**config.mk**
```make
export PLATFORM = sky130hd
export DESIGN_NAME = alu_rr_scheduler
export DESIGN_NICKNAME = d
export VERILOG_FILES = /design/src/rtl/alu_pkg.sv /design/src/rtl/alu.sv /design/src/rtl/rr_arbiter.sv /design/src/rtl/alu_rr_scheduler.sv
export SDC_FILE = /design/constraint.sdc
export NUM_CORES = 1
export LEC_CHECK = 0
export CELL_PAD_IN_SITES_DETAIL_PLACEMENT = 1
export CELL_PAD_IN_SITES_GLOBAL_PLACEMENT = 1
export CORE_UTILIZATION = 32
export CTS_CLUSTER_DIAMETER = 80
export DETAILED_ROUTE_END_ITERATION = 6
export MAX_ROUTING_LAYER = met4
export PLACE_DENSITY_LB_ADDON = 0.25
export SETUP_SLACK_MARGIN = 0.5
export SLEW_MARGIN = 20
export SYNTH_ARGS = -nofsm -noshare
export SYNTH_HDL_FRONTEND = slang
export SYNTH_SLANG_ARGS = --single-unit
```
**constraint.sdc**
```tcl
create_clock -name clk -period 4.6 [get_ports clk]
set_clock_uncertainty 0.15 [all_clocks]
set_input_delay 0.92 -clock clk [delete_from_list [all_inputs] [get_ports clk]]
set_output_delay 0.92 -clock clk [all_outputs]
set_load 0.01 [all_outputs]
```
**src/rtl/alu_pkg.sv**
```systemverilog
// Shared types for the ALU and its round-robin front end.
package alu_pkg;

   typedef enum logic [2:0] {
      ALU_ADD = 3'd0,
      ALU_SUB = 3'd1,
      ALU_AND = 3'd2,
      ALU_OR  = 3'd3,
      ALU_XOR = 3'd4
   } alu_op_e;

   localparam logic [2:0] ALU_OP_MAX = 3'd4;

   typedef enum logic [1:0] {
      IDLE,
      EXEC,
      RESP
   } sched_state_e;

endpackage

```
**src/rtl/alu.sv**
```systemverilog
// Registered ALU: result appears one cycle after the inputs; zero_flag lags a further cycle.
module alu
   import alu_pkg::*;
#(
   parameter int WIDTH = 8
) (
   input  logic             clk,
   input  logic             reset,
   input  logic [WIDTH-1:0] a,
   input  logic [WIDTH-1:0] b,
   input  logic [2:0]       op,
   output logic [WIDTH-1:0] result,
   output logic             zero_flag
);

   logic [WIDTH-1:0] result_d;

   // Opcodes above ALU_OP_MAX produce zero.
   always_comb begin
      result_d = '0;
      case (op)
         ALU_ADD: result_d = a + b;
         ALU_SUB: result_d = a - b;
         ALU_AND: result_d = a & b;
         ALU_OR:  result_d = a | b;
         ALU_XOR: result_d = a ^ b;
         default: result_d = '0;
      endcase
   end

   always_ff @(posedge clk or posedge reset) begin
      if (reset) begin
         result    <= '0;
         zero_flag <= 1'b0;
      end else begin
         result    <= result_d;
         zero_flag <= (result == '0);
      end
   end

endmodule

```
**src/rtl/rr_arbiter.sv**
```systemverilog
// Combinational round-robin arbiter: first request above ptr, wrapping, wins.
module rr_arbiter #(
   parameter int N  = 4,
   parameter int IW = $clog2(N)
) (
   input  logic [N-1:0]  req,
   input  logic [IW-1:0] ptr,
   input  logic          en,
   output logic [N-1:0]  gnt,
   output logic [IW-1:0] gnt_idx
);

   int   idx;
   logic found;

   always_comb begin
      gnt     = '0;
      gnt_idx = '0;
      found   = 1'b0;
      idx     = 0;
      for (int k = 1; k <= N; k++) begin
         idx = (int'(ptr) + k) % N;
         if (en && !found && req[idx[IW-1:0]]) begin
            gnt[idx[IW-1:0]] = 1'b1;
            gnt_idx          = IW'(idx);
            found            = 1'b1;
         end
      end
   end

endmodule

```
**src/rtl/alu_rr_scheduler.sv**
```systemverilog
// Shares one registered ALU among NREQ requesters, one transaction in flight,
// round-robin grant in IDLE and a backpressured response port.
module alu_rr_scheduler
   import alu_pkg::*;
#(
   parameter int WIDTH = 8,
   parameter int NREQ  = 4,
   parameter int IDW   = $clog2(NREQ)
) (
   input  logic                  clk,
   input  logic                  reset,
   input  logic [NREQ-1:0]       req_valid,
   output logic [NREQ-1:0]       req_ready,
   input  logic [NREQ*WIDTH-1:0] req_a,
   input  logic [NREQ*WIDTH-1:0] req_b,
   input  logic [NREQ*3-1:0]     req_op,
   output logic                  rsp_valid,
   input  logic                  rsp_ready,
   output logic [IDW-1:0]        rsp_id,
   output logic [WIDTH-1:0]      rsp_result,
   output logic                  rsp_zero,
   output logic                  rsp_illegal,
   output logic                  busy
);

   sched_state_e     state_q, state_d;
   logic [IDW-1:0]   rr_ptr_q;
   logic [IDW-1:0]   id_q;
   logic [WIDTH-1:0] op_a_q, op_b_q;
   logic [2:0]       op_q;

   logic [NREQ-1:0]  gnt;
   logic [IDW-1:0]   gnt_idx;
   logic             take;
   logic [WIDTH-1:0] alu_result;
   logic             alu_zero_unused;

   rr_arbiter #(
      .N  (NREQ),
      .IW (IDW)
   ) u_arb (
      .req     (req_valid),
      .ptr     (rr_ptr_q),
      .en      (state_q == IDLE),
      .gnt     (gnt),
      .gnt_idx (gnt_idx)
   );

   assign req_ready = gnt;
   assign take      = |gnt;

   always_comb begin
      state_d = state_q;
      unique case (state_q)
         IDLE:    if (take) state_d = EXEC;
         EXEC:    state_d = RESP;
         RESP:    if (rsp_ready) state_d = IDLE;
         default: state_d = IDLE;
      endcase
   end

   always_ff @(posedge clk or posedge reset) begin
      if (reset) begin
         state_q  <= IDLE;
         rr_ptr_q <= IDW'(NREQ - 1);
         id_q     <= '0;
         op_a_q   <= '0;
         op_b_q   <= '0;
         op_q     <= '0;
      end else begin
         state_q <= state_d;
         if (state_q == IDLE && take) begin
            rr_ptr_q <= gnt_idx;
            id_q     <= gnt_idx;
            op_a_q   <= req_a[int'(gnt_idx)*WIDTH +: WIDTH];
            op_b_q   <= req_b[int'(gnt_idx)*WIDTH +: WIDTH];
            op_q     <= req_op[int'(gnt_idx)*3 +: 3];
         end
      end
   end

   // Operands stay latched through RESP so the registered result holds while stalled.
   alu #(
      .WIDTH (WIDTH)
   ) u_alu (
      .clk       (clk),
      .reset     (reset),
      .a         (op_a_q),
      .b         (op_b_q),
      .op        (op_q),
      .result    (alu_result),
      .zero_flag (alu_zero_unused)
   );

   assign rsp_valid   = (state_q == RESP);
   assign busy        = (state_q != IDLE);
   assign rsp_id      = id_q;
   assign rsp_result  = alu_result;
   assign rsp_zero    = (alu_result == '0);
   assign rsp_illegal = (op_q > ALU_OP_MAX);

endmodule

```
==> results of run 1 <==
## through the flow
step	worst slack (ns)	hold WS, ns	std cells	area [um^2]	util (%)
CTS	0.5970	0.3654	578	4484	45.67
global route	0.5140	0.3924	578	4497	45.80
global placement	0.3234	0.3484	566	4342	44.22
detailed placement	0.2598	0.3498	566	4342	44.22
floorplan	1.222	0.3338	347	3248	-
## cells in the mapped netlist (2+ instances only)
library cell | instances | area share [%]
mux2i_1 | 43 | 13
ha_1 | 32 | 12
dfrtp_1 | 31 | 24
nand2_1 | 29 | 3.4
inv_1 | 28 | 3.2
mux2_2 | 25 | 8.7
nor2_1 | 19 | 2.2
o21ai_0 | 12 | 1.8
o21ai_1 | 12 | 1.8
a21oi_1 | 9 | 1.4
clkbuf_1 | 9 | 1.0
xnor2_1 | 8 | 2.2
o21ai_2 | 7 | 1.9
a22oi_1 | 6 | 1.4
nor2b_1 | 6 | 1.2
o22ai_1 | 6 | 1.2
a31oi_1 | 5 | 0.96
buf_6 | 5 | 1.7
mux4_2 | 4 | 2.8
a21boi_0 | 3 | 0.69
a221o_1 | 3 | 0.92
and2_1 | 3 | 0.58
buf_2 | 3 | 0.46
nand3_1 | 3 | 0.46
nor3_1 | 3 | 0.46
or4_1 | 3 | 0.69
a211oi_1 | 2 | 0.46
buf_4 | 2 | 0.46
dfstp_2 | 2 | 1.6
mux2_1 | 2 | 0.69
o211ai_1 | 2 | 0.46
## logic make-up after synthesis
logic type	Yosys count	share of synthesized area [%]
AO/OA/AOI/OAI	76	15.99
XOR/XNOR	8	2.157
adder cells (fa/ha/maj)	33	12.94
buffers and inverters	48	7.049
flip-flops	33	25.50
multiplexers	74	25.39
AND/OR/NAND/NOR	75	10.98
## per-layer routing
metal	track usage (%)
met5	-
met1	21.08
met2	29.74
met3	3.119
met4	2.925
## what timing repair did
action | in CTS | in global routing
setup endpoints to repair | 4 | 3
buffers inserted | 4 | 0
hold buffers | 0 | 0
resized for setup | 8 | 2
==> summary.txt, run 1 <==
GRT Util Overall = 17.17%
Port-buffer cells = 100
Cells after Synth = 347
Post-synth EDFFs = 0
Cell variety after synth = 51
Synthesized cell area = 0.003248 mm^2
Io pins = 101
Total grt overflow = 0
Avg Cell Area, Syn = 9.361 um^2
Largest net degree at the start of global routing = 34
Routability cong. = 0.7765
GR repair worst EP = req_ready[0]
H-tree levels = 2
Syn Nets = 463
DP Wirelength = 6745 um
Row count = 36
Register bit count reported by yosys = 33
Status = did not finish
Initial core utilization = 33.08%
Ys Warns = 0
First-pass GRT wire length = 13,770 um
Root Buffer = clkbuf_8
Number of global-route vias before repair = 2,973
Die Ht = 102.8 um
CTS max path bufs = 2
Failed at = detailed routing (5_2_route)
Asr flop ratio synth = 100.0%
WEP type = primary output
Seq/Total Area, Yosys = 25.50%
Initial antenna violation count = 0
Prevailing post-synth register cell = dfrtp_1
Clock Sinks = 33
Num CTS Buffers = 5
Width of the die = 102.8 um
Tool Error = [ERROR DRT-0255] Maze Route cannot find path of net clk in worker of routeBox ( 48300 0 ) ( 102750 48300 ).
==> run 2: changes to the inputs <==
==> config.mk (replaced) <==
export PLATFORM = sky130hd
export DESIGN_NAME = alu_rr_scheduler
export DESIGN_NICKNAME = d
export VERILOG_FILES = /design/src/rtl/alu_pkg.sv /design/src/rtl/alu.sv /design/src/rtl/rr_arbiter.sv /design/src/rtl/alu_rr_scheduler.sv
export SDC_FILE = /design/constraint.sdc
export NUM_CORES = 1
export LEC_CHECK = 0
export CORE_UTILIZATION = 20
export DETAILED_ROUTE_END_ITERATION = 6
export PLACE_DENSITY_LB_ADDON = 0.15
export SLEW_MARGIN = 20
export SYNTH_ARGS = -nofsm -noshare
export SYNTH_HDL_FRONTEND = slang
export SYNTH_SLANG_ARGS = --single-unit
==> run 2 against run 1 <==
The flow now finishes without violations. Synthesized cell count unchanged. Global-route usage decreased by 6.9 points. Synthesized area unchanged.
==> summary.txt, run 2 <==
Minimum clock period = 4.330 ns
Routability cong. = 0.7938
Die Ht = 129.4 um
Crit. End Element = primary output
Fmax = 230.9 MHz
Slowest CP cell = dfstp_2
Leakage = 1.866 nW
Setup-violating endpoint count in the final report = 0
Top Layer Used = met4
Port-buffer cells = 100
Worst vdd ir = 204.9 uV
Final net count = 558
Drt first-iter violations = 104
CTS max path bufs = 2
DP Wirelength = 6757 um
Asr flop ratio synth = 100.0%
Cell Pwr Density = 733.4 mW/mm^2
Row count = 46
Reg2reg start = op_q[2]
Cell count along the critical path = 7
Total grt overflow = 0
Postcts setup bufs = 0
CP Data Required Time = 3.53 ns
TritonCTS clock tree = yes
Commonest non-fill, non-tap cell in the layout = clkdlybuf4s50_1
H-tree levels = 2
Cell with the most instances after synthesis = mux2i_1
Status = finished clean
Crit start category = flip-flop
Ys Warns = 0
Area Overhead vs Synth = 42.60%
Final worst slack = 0.2695 ns
Cell family with most CP delay = flip-flops
Final setup TNS = 0 ns
Width of the die = 129.4 um
CP max FO = 14
Fin crit share = 94.14%
Worst-Margin Slew = 0.6197 ns
Hold Violations, Final = 0
Pre-CTS WS = 0.2945 ns
Fin util = 29.16%
Yosys top cell area share = 23.88%
Ordered list of cells on the worst path = inv_1 -> ha_1 -> mux4_2 -> nor2b_2 -> a22oi_1 -> o22ai_1 -> clkdlybuf4s50_1
Worst hold slack = 0.3398 ns
Metal1 wirelength = 4369 um
Worst Setup EP = req_ready[2]
Total core area = 0.01589 mm^2
Clock Sinks = 33
Clk Latency, worst-skew pair = 0.28 ns
Crit path buf inv count = 2
Largest net degree at the start of global routing = 23
Commonest cells after routing, fill and taps aside = 100 x clkdlybuf4s50_1, 43 x mux2i_1, 32 x ha_1, 31 x dfrtp_1, 29 x nand2_1
Io pins = 101
DR pass1 iterations = 4
Worst path max stage delay = 0.75 ns
Num CTS Buffers = 5
GRT Util Overall = 10.31%
Hold-fix buffers, CTS = 0
Fin. max-slew vios = 0
Met3 wire length = 469 um
Post-CTS resize count = 0
Diode count = 0
Routed wire per std cell = 13.00 um
Initial core utilization = 20.45%
DR vias/cell = 4.197
RSZ-0062 raised after global routing = no
Syn Nets = 463
Die ar. = 0.01675 mm^2
Layout cell share with drive strength beyond 1 = 13.54%
Number of global-route vias before repair = 2,622
Remaining antenna violation count after routing = 0
Avg Cell Area, Syn = 9.361 um^2
Reg2reg end = u_alu.result[7]
FF-to-FF path depth = 12
Area contributors post-synth = dfrtp_1 24%, mux2i_1 13%, ha_1 12%
Seq/Total Area, Yosys = 25.50%
Clk pin slew, worst setup/hold paths = 0.05 ns
Post-synth EDFFs = 0
Register bit count reported by yosys = 33
Final Total Pwr = 3.397 mW
Initial antenna violation count = 0
CP startpoint = rr_ptr_q[0]
Cells after Synth = 347
Cell variety after synth = 51
Post-Route WL = 8567 um
Wire length on met2 = 3676 um
Setup slack, reg-to-reg = 0.83 ns
Max-Cap Viols = 0
# DRC = 0
HP Class = flip-flop to flip-flop
Synth cell count leaders = 43 x mux2i_1, 32 x ha_1, 31 x dfrtp_1, 29 x nand2_1, 28 x inv_1
Yosys top cell by area = dfrtp_1
First-pass GRT wire length = 13,580 um
Vias post-DR = 2,766
Critical Setup Path Class = flip-flop to primary output
Prevailing post-synth register cell = dfrtp_1
Synthesized cell area = 0.003248 mm^2
Slew HR = 58.69%
Largest regs = op_a_q: 8 flops, op_b_q: 8 flops, u_alu.result: 8 flops
CP arrival = 3.26 ns
Root Buffer = clkbuf_16
## run 2: cell counts after synthesis
No cell type changed its count.
## run 2: worst min-delay path by stage
| stage | from | to | slack, ns | depth (start not counted) |
|---|---|---|---|---|
| finish | rsp_id[0] | rsp_id[0] | 0.34 | 1 |
| detailed placement | rsp_id[0] | rsp_id[0] | 0.34 | 1 |
| global placement | rsp_id[0] | rsp_id[0] | 0.33 | 1 |
| global route | rsp_id[0] | rsp_id[0] | 0.38 | 1 |
| CTS | rsp_id[0] | rsp_id[0] | 0.35 | 1 |
| floorplan | op_a_q[0] | op_a_q[0] | 0.33 | 2 |
## run 2: final cells by class
type                    count  area (um^2)
flip-flops and latches     33        828.3
repair buffers            108         1086
fillers                  1702        11250
well taps                 216        270.3
inverters                  28        105.1
clock buffers               8        146.4
multi-input cells         266         2196
## run 2: stage by stage
step	std cells	cell area, um^2
2_1_floorplan	347	3248
3_3_place_gp	651	4486
3_5_place_dp	651	4486
4_1_cts	659	4632
5_1_grt	659	4632
6_report	659	4632
## run 2: report_power, final
group          switching [mW]  internal [mW]
logic                    1.26           1.18
clock network           0.122          0.216
registers               0.159          0.456
## run 2: worst reg2reg max path: cells and delay by family (launching register included)
family                     cells  cell delay (ns)
AOI/OAI and AO/OA              4             0.85
adders and majority gates      1             0.21
buffers and inverters          1             0.06
DFF                            1             0.37
muxes                          1             0.40
and+or+nand+nor                5             1.66
## run 2: cells by family after synthesis
| family | after synthesis | synth area share, % |
|---|---|---|
| AO/OA/AOI/OAI | 76 | 15.99 |
| AND/OR/NAND/NOR | 75 | 10.98 |
| multiplexers | 74 | 25.39 |
| buffers and inverters | 48 | 7.049 |
| adder cells (fa/ha/maj) | 33 | 12.94 |
| flip-flops | 33 | 25.50 |
| XOR/XNOR | 8 | 2.157 |
## run 2: per-layer routing
layer	GRT usage (%)	vias to the layer above
met3	2.106	4
met5	0	-
li1	-	1422
met2	16.48	83
met1	14.41	1257
met4	1.847	0
Power figures use the tool's default switching activity.
==> run 3: changes to the inputs <==
--- a/config.mk
+++ b/config.mk
@@ -7,7 +7,6 @@
 export LEC_CHECK = 0
 export CORE_UTILIZATION = 20
 export DETAILED_ROUTE_END_ITERATION = 6
-export PLACE_DENSITY_LB_ADDON = 0.15
 export SLEW_MARGIN = 20
 export SYNTH_ARGS = -nofsm -noshare
 export SYNTH_HDL_FRONTEND = slang
==> run 3 against run 2 <==
Worst setup slack got worse by 0.052 ns. Register-to-register slack got worse by 0.05 ns. Hold slack improved by 0.0062 ns. Sequential power rose by 3.3%. Sequential cell count did not move. Final cell count fell by 0.46%. Cell area fell by 0.19%. Maximum frequency fell by 1.2%. Non-clock buffer count fell by 3. Highest routed layer unchanged. Largest cell class unchanged.
==> summary.txt, run 3 (same netlist as run 2, synthesis figures left out) <==
Crit start category = flip-flop
Initial core utilization = 20.45%
DP Wirelength = 6527 um
CP max FO = 14
Port-buffer cells = 100
Post-Route WL = 8090 um
Post-CTS resize count = 0
Fillers = 1,699
Multi-input logic area = 0.002196 mm^2
# DRC = 0
Worst-Margin Slew = 0.6103 ns
Post-DP Area = 0.004451 mm^2
Worst vdd ir = 244.2 uV
Initial antenna violation count = 0
Hold Crit Depth = 1
Vias post-DR = 2,779
Leakage = 1.861 nW
Final setup TNS = 0 ns
Die Ht = 129.4 um
Final worst slack = 0.2176 ns
Num CTS Buffers = 5
Root Buffer = clkbuf_16
H-tree levels = 2
Clock Sinks = 33
Total core area = 0.01589 mm^2
Postcts setup bufs = 0
Fin crit share = 95.27%
Hold Violations, Final = 0
Drt first-iter violations = 103
Clk pin slew, worst setup/hold paths = 0.05 ns
Max-Cap Viols = 0
Sequential cell area = 828.3 um^2
CP arrival = 3.31 ns
Design area = 0.004623 mm^2
CP Data Required Time = 3.53 ns
Crit. End Element = primary output
FF-to-FF path depth = 12
Number of global-route vias before repair = 2,721
HP Class = flip-flop to flip-flop
Total grt overflow = 0
DR vias/cell = 4.236
Width of the die = 129.4 um
Hold-fix buffers, CTS = 0
Layout cell share with drive strength beyond 1 = 13.18%
TritonCTS clock tree = yes
Commonest cells after routing, fill and taps aside = 100 x clkdlybuf4s50_1, 43 x mux2i_1, 32 x ha_1, 31 x dfrtp_1, 29 x nand2_1
First-pass GRT wire length = 13,090 um
Routed wire per std cell = 12.33 um
Remaining antenna violation count after routing = 0
Cell Pwr Density = 733.9 mW/mm^2
Clk Latency, worst-skew pair = 0.27 ns
Area Overhead vs Synth = 42.33%
Status = finished clean
Routability cong. = 0.8787
Pre-CTS WS = 0.2596 ns
Slew HR = 59.31%
Diode count = 0
Critical Setup Path Class = flip-flop to primary output
Io pins = 101
GRT Util Overall = 9.842%
Largest regs = op_a_q: 8 flops, op_b_q: 8 flops, u_alu.result: 8 flops
Die ar. = 0.01675 mm^2
CTS max path bufs = 2
Setup-violating endpoint count in the final report = 0
RSZ-0062 raised after global routing = no
Commonest non-fill, non-tap cell in the layout = clkdlybuf4s50_1
Fmax = 228.2 MHz
Final net count = 555
Fin. max-slew vios = 0
DR pass1 iterations = 4
Worst hold slack = 0.3461 ns
Row count = 46
Minimum clock period = 4.382 ns
Largest net degree at the start of global routing = 41
[run 3: cell type report]
type,count,share of cell area (%)
inverters,28,2.273
clock inverters,1,0.6495
flip-flops and latches,33,17.92
repair buffers,105,22.73
multi-input cells,266,47.50
well taps,216,5.846
clock buffers,7,3.085
[run 3: stage by stage]
step           total power, mW  util, %  instances
2_1_floorplan            2.419        -        347
3_5_place_dp             3.040    28.02        648
3_3_place_gp             2.985    28.02        648
5_1_grt                  3.756    29.10        656
4_1_cts                  3.450    29.10        656
6_report                 3.393    29.10        656
[run 3: power breakdown]
group	leakage (nW)	internal [mW]	total (mW)	switching [mW]
Sequential	0.405	0.455	0.635	0.179
Clock	0.0841	0.270	0.386	0.115
Combinational	1.37	1.16	2.37	1.22
Total	1.86	1.88	3.39	1.51
[run 3: critical path, stage by stage, from the launching register on]
cell and delay, ns:
dfstp_2 0.75, inv_1 0.19, ha_1 0.45, mux4_2 0.42, nor2b_2 0.33, a22oi_1 0.15, o22ai_1 0.18, clkdlybuf4s50_1 0.56
[run 3: routing by layer]
layer	part of all wire (%)	vias up	global-route usage [%]
met3	5.1	4	1.899
li1	-	1412	-
met4	0.46	0	1.436
met2	45	81	16.32
met1	50	1282	13.47
met5	0	-	0
[run 3: final timing paths]
path	from	endpoint	slack (ns)
max	rr_ptr_q[0]	req_ready[1]	0.22
max reg2reg	op_q[2]	u_alu.result[7]	0.78
min in group asynchronous	reset	state_q[0]	0.90
min reg2reg	rsp_id[0]	rsp_id[0]	0.35
min	rsp_id[0]	rsp_id[0]	0.35
max in group asynchronous	reset	rr_ptr_q[1]	3.07
==> run 4: changes to the inputs <==
--- a/config.mk
+++ b/config.mk
@@ -5,6 +5,7 @@
 export SDC_FILE = /design/constraint.sdc
 export NUM_CORES = 1
 export LEC_CHECK = 0
+export CORE_ASPECT_RATIO = 0.9
 export CORE_UTILIZATION = 20
 export DETAILED_ROUTE_END_ITERATION = 6
 export SLEW_MARGIN = 20
==> run 4 against run 3 <==
Register-to-register slack worse by 0.08 ns. Maximum frequency rose by 0.79%. Power shrank 1.8%. First-iteration DRC count is 36% higher. Largest power group unchanged.
==> summary.txt, run 4 (same netlist as run 2, synthesis figures left out) <==
GRT Util Overall = 10.33%
Pre-CTS WS = 0.2632 ns
Wire length on met2 = 3742 um
DR pass1 iterations = 4
Post-CTS resize count = 0
Post-Route WL = 8404 um
Routability cong. = 0.8406
DR vias/cell = 4.401
First-pass GRT wire length = 13,680 um
CP Data Required Time = 3.53 ns
Width of the die = 136.3 um
Critical Setup Path Class = input pin to primary output
Fin crit share = 94.52%
Cell Pwr Density = 729.7 mW/mm^2
Total core area = 0.01566 mm^2
# DRC = 0
Fmax = 230.0 MHz
Minimum clock period = 4.348 ns
CP max FO = 9
Worst-Margin Slew = 0.5750 ns
Routed wire per std cell = 13.07 um
Area Overhead vs Synth = 40.56%
Metal1 wirelength = 4140 um
TritonCTS clock tree = yes
Die Ht = 122.9 um
Crit start category = input pin
RSZ-0062 raised after global routing = no
Die ar. = 0.01676 mm^2
Io pins = 101
H-tree levels = 2
Commonest non-fill, non-tap cell in the layout = clkdlybuf4s50_1
Final net count = 556
Hold_sp = rsp_id[0]
Leakage = 1.846 nW
Clk Latency, worst-skew pair = 0.27 ns
Setup-violating endpoint count in the final report = 0
Clk pin slew, worst setup/hold paths = 0.05 ns
Commonest cells after routing, fill and taps aside = 100 x clkdlybuf4s50_1, 43 x mux2i_1, 32 x ha_1, 31 x dfrtp_1, 29 x nand2_1
Hold Violations, Final = 0
CP startpoint = req_valid[2]
Largest net degree at the start of global routing = 34
Crit. End Element = primary output
Met3 wire length = 456 um
Diode count = 0
Number of global-route vias before repair = 2,730
Vias post-DR = 2,830
DP Wirelength = 6720 um
Initial antenna violation count = 0
Reg2reg start = op_q[2]
Top Layer Used = met4
Remaining antenna violation count after routing = 0
Largest regs = op_a_q: 8 flops, op_b_q: 8 flops, u_alu.result: 8 flops
Max-Cap Viols = 0
Final worst slack = 0.2520 ns
CP arrival = 3.28 ns
Fin. max-slew vios = 0
Final Total Pwr = 3.332 mW
Root Buffer = clkbuf_16
Worst vdd ir = 194.7 uV
Slew HR = 61.67%
Layout cell share with drive strength beyond 1 = 13.15%
Clock Sinks = 33
Num CTS Buffers = 5
HP Class = flip-flop to flip-flop
Hold-fix buffers, CTS = 0
Row count = 43
Status = finished clean
Final setup TNS = 0 ns
Drt first-iter violations = 140
CTS max path bufs = 2
Total grt overflow = 0
Postcts setup bufs = 0
Port-buffer cells = 100
Initial core utilization = 20.75%
## run 4: cell types whose count changed in the layout (fill, tap and decap cells not counted)
cell	change
buf_4	+2
buf_12	-1
bufinv_16	-1
clkbuf_1	+1
clkbuf_8	-1
clkinv_2	+1
## run 4: routing by layer
metal	up-vias	GRT usage, %
met5	-	0
met3	8	2.214
met2	90	16.31
met4	0	2.292
met1	1316	14.35
li1	1416	-
## run 4: where the power goes
part / switching (mW) / internal, mW / total, mW
Combinational: 1.23 / 1.15 / 2.38
Clock: 0.117 / 0.200 / 0.316
Sequential: 0.183 / 0.456 / 0.638
Total: 1.53 / 1.80 / 3.33
## run 4: path summary, 6_finish.rpt
path / slack, ns / end / cells past startpoint
worst max-delay path: 0.25 / req_ready[1] / 5
worst min-delay path: 0.34 / rsp_id[0] / 1
worst max register to register: 0.70 / u_alu.result[7] / 12
worst min register to register: 0.34 / rsp_id[0] / 1
max in group asynchronous: 3.06 / rr_ptr_q[1] / 3
min in group asynchronous: 0.90 / op_b_q[7] / 3
## run 4: cell type report
type	instances	area, um^2
fill	1609	11090
multi-input combinational	266	2196
timing repair buffer	106	1046
sequential	33	828.3
tap	202	252.7
clock buffer	7	132.6
inverter	28	105.1
clock inverter	1	5.005
## run 4: worst max-delay path, cell delays in order
cell             delay [ns]
clkdlybuf4s50_1        0.55
mux4_2                 0.61
or3_1                  0.43
o22ai_1                0.21
clkdlybuf4s50_1        0.56
## run 4: per-stage QoR
step | cell area (um^2) | utilization (%) | hold WS, ns | cells
after floorplan | 3248 | - | 0.3338 | 347
after global placement | 4428 | 28.28 | 0.3418 | 635
after detailed placement | 4428 | 28.28 | 0.3343 | 635
after CTS | 4566 | 29.16 | 0.3465 | 643
after global routing | 4566 | 29.16 | 0.3697 | 643
final | 4566 | 29.16 | 0.3420 | 643
